<file path="src/rtl/atm_session_ctrl.sv">
// atm_session_ctrl: one-customer ATM session sequencer (card, language, PIN, services, timeout).
// Optional per-session withdrawal cap is enabled by defining ATM_WITHDRAW_LIMIT_EN.
module atm_session_ctrl #(
  parameter int unsigned BAL_W     = 8,
  parameter int unsigned AMT_W     = 5,
  parameter int unsigned PIN_W     = 4,
  parameter int unsigned CARD_W    = 8,
  parameter int unsigned MAX_TRIES = 3,
  parameter int unsigned TIMEOUT   = 15
`ifdef ATM_WITHDRAW_LIMIT_EN
  ,
  parameter int unsigned WD_LIMIT  = 20
`endif
) (
  input  logic              clk,
  input  logic              rst,
  input  logic              card_valid,
  input  logic [CARD_W-1:0] card_no,
  input  logic              lang_valid,
  input  logic [1:0]        lang,
  input  logic              pin_valid,
  input  logic [PIN_W-1:0]  pin,
  input  logic [PIN_W-1:0]  correct_pin,
  input  logic [BAL_W-1:0]  acct_balance,
  input  logic              svc_valid,
  input  logic [1:0]        svc,
  input  logic [AMT_W-1:0]  amount,
  input  logic              another_valid,
  input  logic              another,
  output logic [BAL_W-1:0]  balance,
  output logic              bal_wr,
  output logic [1:0]        lang_sel,
  output logic [2:0]        status,
  output logic              busy,
  output logic              card_retained
);
  localparam int unsigned TRY_W = $clog2(MAX_TRIES + 1);
  localparam int unsigned TMR_W = $clog2(TIMEOUT);
  localparam int unsigned SUM_W = BAL_W + 1;

  localparam logic [2:0] S_IDLE    = 3'd0;
  localparam logic [2:0] S_LANG    = 3'd1;
  localparam logic [2:0] S_PIN     = 3'd2;
  localparam logic [2:0] S_SERVICE = 3'd3;
  localparam logic [2:0] S_EXEC    = 3'd4;
  localparam logic [2:0] S_ANOTHER = 3'd5;

  localparam logic [2:0] ST_NONE     = 3'd0;
  localparam logic [2:0] ST_OK       = 3'd1;
  localparam logic [2:0] ST_BAD_PIN  = 3'd2;
  localparam logic [2:0] ST_FUNDS    = 3'd3;
  localparam logic [2:0] ST_OVF      = 3'd4;
  localparam logic [2:0] ST_TIMEOUT  = 3'd5;
  localparam logic [2:0] ST_RETAINED = 3'd6;
  localparam logic [2:0] ST_BAD_REQ  = 3'd7;

  localparam logic [1:0] SVC_END = 2'b00;
  localparam logic [1:0] SVC_DEP = 2'b01;
  localparam logic [1:0] SVC_WD  = 2'b10;

  logic [2:0]       state_q, state_d;
  logic [BAL_W-1:0] balance_q, balance_d;
  logic             bal_wr_q, bal_wr_d;
  logic [1:0]       lang_q, lang_d;
  logic [2:0]       status_q, status_d;
  logic             busy_q;
  logic             retained_q, retained_d;
  logic [TRY_W-1:0] tries_q, tries_d, tries_inc;
  logic [TMR_W-1:0] timer_q, timer_d;
  logic [1:0]       svc_q, svc_d;
  logic [AMT_W-1:0] amt_q, amt_d;
  logic [SUM_W-1:0] sum;
  logic [BAL_W-1:0] amt_ext;
  logic             accepted;
`ifdef ATM_WITHDRAW_LIMIT_EN
  logic [BAL_W-1:0] acc_q, acc_d;
  logic [SUM_W-1:0] acc_sum;
`endif

  // Next-state and next-output logic; timeout overrides any strobe in the same cycle.
  always_comb begin
    state_d    = state_q;
    balance_d  = balance_q;
    bal_wr_d   = 1'b0;
    lang_d     = lang_q;
    status_d   = status_q;
    retained_d = 1'b0;
    tries_d    = tries_q;
    svc_d      = svc_q;
    amt_d      = amt_q;
    accepted   = 1'b0;
    timer_d    = '0;
    tries_inc  = tries_q + TRY_W'(1);
    amt_ext    = BAL_W'(amt_q);
    sum        = {1'b0, balance_q} + SUM_W'(amt_q);
`ifdef ATM_WITHDRAW_LIMIT_EN
    acc_d      = acc_q;
    acc_sum    = {1'b0, acc_q} + SUM_W'(amt_q);
`endif
    if (state_q != S_IDLE && timer_q == TMR_W'(TIMEOUT - 1)) begin
      state_d  = S_IDLE;
      status_d = ST_TIMEOUT;
    end else begin
      case (state_q)
        S_IDLE: begin
          if (card_valid && card_no != '0) begin
            // A new card starts a fresh session: language choice is forgotten.
            balance_d = acct_balance;
            tries_d   = '0;
            status_d  = ST_NONE;
            lang_d    = 2'b00;
            state_d   = S_LANG;
`ifdef ATM_WITHDRAW_LIMIT_EN
            acc_d     = '0;
`endif
          end
        end
        S_LANG: begin
          if (lang_valid && (lang == 2'b01 || lang == 2'b10)) begin
            lang_d  = lang;
            state_d = S_PIN;
          end
        end
        S_PIN: begin
          if (pin_valid) begin
            accepted = 1'b1;
            if (pin == correct_pin) begin
              state_d = S_SERVICE;
            end else if (tries_inc == TRY_W'(MAX_TRIES)) begin
              tries_d    = tries_inc;
              retained_d = 1'b1;
              status_d   = ST_RETAINED;
              state_d    = S_IDLE;
            end else begin
              tries_d  = tries_inc;
              status_d = ST_BAD_PIN;
            end
          end
        end
        S_SERVICE: begin
          if (svc_valid) begin
            accepted = 1'b1;
            svc_d    = svc;
            amt_d    = amount;
            if (svc == SVC_END) begin
              status_d = ST_OK;
              state_d  = S_IDLE;
            end else if (svc != 2'b11 && amount == '0) begin
              status_d = ST_BAD_REQ;
            end else begin
              state_d = S_EXEC;
            end
          end
        end
        S_EXEC: begin
          state_d  = S_ANOTHER;
          status_d = ST_OK;
          case (svc_q)
            SVC_DEP: begin
              if (sum[BAL_W]) begin
                status_d = ST_OVF;
              end else begin
                balance_d = sum[BAL_W-1:0];
                bal_wr_d  = 1'b1;
              end
            end
            SVC_WD: begin
`ifdef ATM_WITHDRAW_LIMIT_EN
              if (acc_sum > SUM_W'(WD_LIMIT)) begin
                status_d = ST_BAD_REQ;
              end else
`endif
              if (amt_ext > balance_q) begin
                status_d = ST_FUNDS;
              end else begin
                balance_d = balance_q - amt_ext;
                bal_wr_d  = 1'b1;
`ifdef ATM_WITHDRAW_LIMIT_EN
                acc_d     = acc_sum[BAL_W-1:0];
`endif
              end
            end
            default: ;
          endcase
        end
        S_ANOTHER: begin
          if (another_valid) begin
            accepted = 1'b1;
            state_d  = another ? S_SERVICE : S_IDLE;
          end
        end
        default: state_d = S_IDLE;
      endcase
    end
    // Inactivity timer: restarts on any progress, counts only while a session is open.
    if (state_d == state_q && !accepted && state_q != S_IDLE) begin
      timer_d = timer_q + TMR_W'(1);
    end
  end

  always_ff @(posedge clk) begin
    if (rst) begin
      state_q    <= S_IDLE;
      balance_q  <= '0;
      bal_wr_q   <= 1'b0;
      lang_q     <= 2'b00;
      status_q   <= ST_NONE;
      busy_q     <= 1'b0;
      retained_q <= 1'b0;
      tries_q    <= '0;
      timer_q    <= '0;
      svc_q      <= 2'b00;
      amt_q      <= '0;
`ifdef ATM_WITHDRAW_LIMIT_EN
      acc_q      <= '0;
`endif
    end else begin
      state_q    <= state_d;
      balance_q  <= balance_d;
      bal_wr_q   <= bal_wr_d;
      lang_q     <= lang_d;
      status_q   <= status_d;
      busy_q     <= (state_d != S_IDLE);
      retained_q <= retained_d;
      tries_q    <= tries_d;
      timer_q    <= timer_d;
      svc_q      <= svc_d;
      amt_q      <= amt_d;
`ifdef ATM_WITHDRAW_LIMIT_EN
      acc_q      <= acc_d;
`endif
    end
  end

  assign balance       = balance_q;
  assign bal_wr        = bal_wr_q;
  assign lang_sel      = lang_q;
  assign status        = status_q;
  assign busy          = busy_q;
  assign card_retained = retained_q;
endmodule

</file>
<file path="config.mk">
export PLATFORM = sky130hd
export DESIGN_NAME = atm_session_ctrl
export DESIGN_NICKNAME = d
export VERILOG_FILES = /design/src/rtl/atm_session_ctrl.sv
export SDC_FILE = /design/constraint.sdc
export NUM_CORES = 1
export LEC_CHECK = 0
export BUFFER_PORTS_ARGS = -buffer_cell sky130_fd_sc_hd__buf_2
export CORE_UTILIZATION = 50
export DETAILED_ROUTE_END_ITERATION = 7
export MAX_ROUTING_LAYER = met4
export PLACE_DENSITY = 0.73
export SETUP_SLACK_MARGIN = 0.02
export SLEW_MARGIN = 20
export SYNTH_ARGS = -nofsm -noshare
export SYNTH_HDL_FRONTEND = slang
export SYNTH_SLANG_ARGS = --single-unit
</file>
<file path="constraint.sdc">
create_clock -name clk -period 4.2 [get_ports clk]
set_input_delay 0.21 -clock clk [delete_from_list [all_inputs] [get_ports clk]]
set_output_delay 0.21 -clock clk [all_outputs]
set_load 0.02 [all_outputs]
</file>
==> out/results.tsv <==
stage	metric	value	unit
sta	count of final hold-check violations	0	
floorplanning	Die Ht	71.4	microns
yosys	Cell variety after synth	64	
cells_and_area	Area Growth Syn to Fin	15.6	%
sta	fin crit share	60.4	%
critical_path	CP Capture Type	flop	
clock_network	clk sinks	32	
clock_network	root buffer cell	clkbuf_8	
min_path	worst hold stages	3	
yosys	Avg Cell Area, Syn	8.18	sq um
route	Detailed Route WL	5740	microns
cells_and_area	# diodes	0	
critical_path	WP data arrival	2.74	ns
clock_network	Clk Latency, worst-skew pair	0.29	ns
sta	min cycle time layout	2.54	ns
critical_path	crit-path max FO	23	
global_route	vias in the first global route	2021	
floorplanning	IO Count	57	
cells_and_area	share of cells above drive strength 1	25.4	%
critical_path	Top cell by count, worst path	a211oi_1	
critical_path	worst path cell trace	nand2_2 -> or4b_4 -> nand4_2 -> a211oi_1 -> a211oi_1	
sta	Layout Skew	0.00248	ns
floorplanning	CORE AREA	0.00447	sq mm
route	via count	2278	
yosys	ys async rst share	0	%
global_route	Overall Global Routing Usage	24.3	%
cells_and_area	# fillers	403	
route	drt drc	5	
yosys	syn_nets	352	
yosys	Mapped Cells	294	
power	Final Power	902	uW
sta	Peak Freq	394	MHz
placed_design	DP HPWL	4500	microns
cells_and_area	Final Cell Area	0.00278	sq mm
sta	unrepaired setup endpoints after global routing	false	
floorplanning	die area	0.00509	sq mm
clock_network	CTS Buf Count	5	
sta	Worst slew margin	44.0	%
clock_network	Max H-tree Level	2	
critical_path	CP max-delay cell	dfxtp_1	
critical_path	type of origin of the critical path	flop	
critical_path	Reg2Reg Setup Slack	1.66	ns
critical_path	Worst R2R Start	state_q[2]	
critical_path	Reg-to-Reg End	balance[0]	
global_route	GRT overflow	0	
critical_path	Critical Path RT	4.41	ns
critical_path	Worst R2R Path Depth	5	
clock_network	Post-CTS Setup Bufs	0	
route	Initial DRC Count	181	
power	Cell Pwr Density	324	mW/mm^2
min_path	Worst Hold Path EP	amt_q[4]	
critical_path	CP Class	reg -> reg	
outcome	run status	finished, violations left	
placed_design	port bufs	56	
yosys	Synth top area share	26.6	%
sta	Final Max Slew Viols	0	
yosys	Post-synth EDFFs	0	
global_route	first-pass GRT wire length	9510	microns
flow_run	number of max-cap violations	0	
clock_network	clock-pin slew on the worst setup and hold paths	0.07	ns
clock_network	CTS tree	yes	
yosys	largest area contributor in the netlist	dfxtp_1	
global_route	largest net degree at the start of global routing	25	
route	WL/cell	14.4	microns
yosys	#FFs+latches synth	32	
route	number of vias per cell	5.71	
power	Peak VDD IR	181	uV
power	Leak	1.13	nW
sta	worst hold slack	0.179	ns
sta	final setup fails	0	
clock_network	post-cts gate resize count	0	
floorplanning	Die X	71.4	microns
placed_design	GP Congestion	0.899	
route	DRT Pass-1 Iters	7	
outcome	violated checks	design-rule violations	
yosys	main flop type after synthesis	dfxtp_1	
global_route	initial antenna violation count	0	
sta	setup_tns	0	ns
placed_design	Post-DP Area	0.00268	sq mm
sta	worst slew pin tran	0.838	ns
yosys	Post-Syn Area	0.00241	sq mm
cells_and_area	Nets	404	
cells_and_area	fin util	62.2	%
min_path	Hold Path Class	in -> reg	
yosys	Yosys Warn Count	0	
yosys	sequential area share after synthesis	26.6	%
min_path	HP Start	amount[4]	
yosys	Area contributors post-synth	dfxtp_1, ha_1, nor2_1	
floorplanning	Initial Util	53.8	%
floorplanning	# rows	24	
route	post-route ant nets	0	
clock_network	number of hold buffers added after cts	0	
clock_network	Clock Path Buffers	2	
critical_path	max incr delay on CP	0.87	ns
[worst max-delay path, delay by kind of cell (launching register included)]
family | cells | cell delay, ns
AO/OA/AOI/OAI | 2 | 0.29
flip-flops | 1 | 0.87
AND/OR/NAND/NOR | 3 | 1.28
[routing by layer]
layer | vias to the layer above | wire (microns) | track usage, %
met1 | 1008 | 2800 | 33.7
met2 | 94 | 2500 | 36.6
li1 | 1169 | - | -
met3 | 7 | 364 | 3.38
met5 | - | 0 | -
met4 | 0 | 76 | 7.33
[cells in the mapped netlist, types with 6 or more instances]
master	instances
a211oi_1	6
mux2i_1	11
ha_1	15
inv_1	18
nand2_1	19
o21ai_0	12
nor2_1	38
nand3_1	12
xor2_1	6
a21oi_1	15
dfxtp_1	32
nor3_1	11
[placed cells by master, fill, tap and decap left out, drive strengths merged, types with 5 or more instances in the layout]
cell	n
o211ai	6
a21oi	15
o21ai	14
buf	56
clkbuf	6
nor4	5
nor2	41
nand3	12
xor2	6
nand2	20
dfxtp	32
nor3	13
inv	19
ha	15
mux2i	12
a211oi	8
[metrics by stage]
stage | instances | worst slack, ns
finish | 399 | 1.66
global route | 399 | 1.48
CTS | 399 | 1.68
detailed placement | 391 | 1.67
global placement | 391 | 1.75
floorplan | 294 | 1.74
[flip-flops by register name, indices dropped and copies added (netlist names)]
register,cells
timer_q,4
status,3
lang_sel,2
tries_q,2
busy,1
balance,8
bal_wr,1
amt_q,5
state_q,3
card_retained,1
svc_q,2
[how the worst max path moves through the flow]
stage / to / start / slack, ns / cells after the start
after floorplan: balance[1] / balance[1] / 1.74 / 9
after global placement: balance[7] / state_q[2] / 1.75 / 5
after detailed placement: balance[0] / state_q[2] / 1.67 / 5
after CTS: balance[0] / state_q[2] / 1.68 / 5
after global routing: balance[4] / balance[0] / 1.48 / 9
final: balance[0] / state_q[2] / 1.66 / 5
[kinds of logic (layout without fill, tap and decap cells)]
kind of cell	after synthesis	in the layout	synth area share [%]
multiplexers	12	12	5.15
XOR/XNOR	9	9	3.28
AND/OR/NAND/NOR	120	120	26.9
buffers and inverters	30	83	5.77
flip-flops	32	32	26.6
adder cells (fa/ha/maj)	17	17	9.46
AO/OA/AOI/OAI	74	74	22.8
[area by class of cell]
type	count	area (sq um)	area share, %
clock buffer	6	82.6	2.97
clock inverter	2	15.0	0.540
inverter	19	71.3	2.56
multi-input combinational	232	1630	58.5
sequential	32	641	23.0
tap	52	65.1	2.34
timing repair buffer	56	280	10.1
[power breakdown]
part / switching, mW / leakage [nW] / internal [mW] / total (mW)
registers: 0.0395 / 0.261 / 0.327 / 0.366
logic: 0.162 / 0.830 / 0.122 / 0.284
clock network: 0.119 / 0.0434 / 0.132 / 0.251
Power figures use the tool's default switching activity.
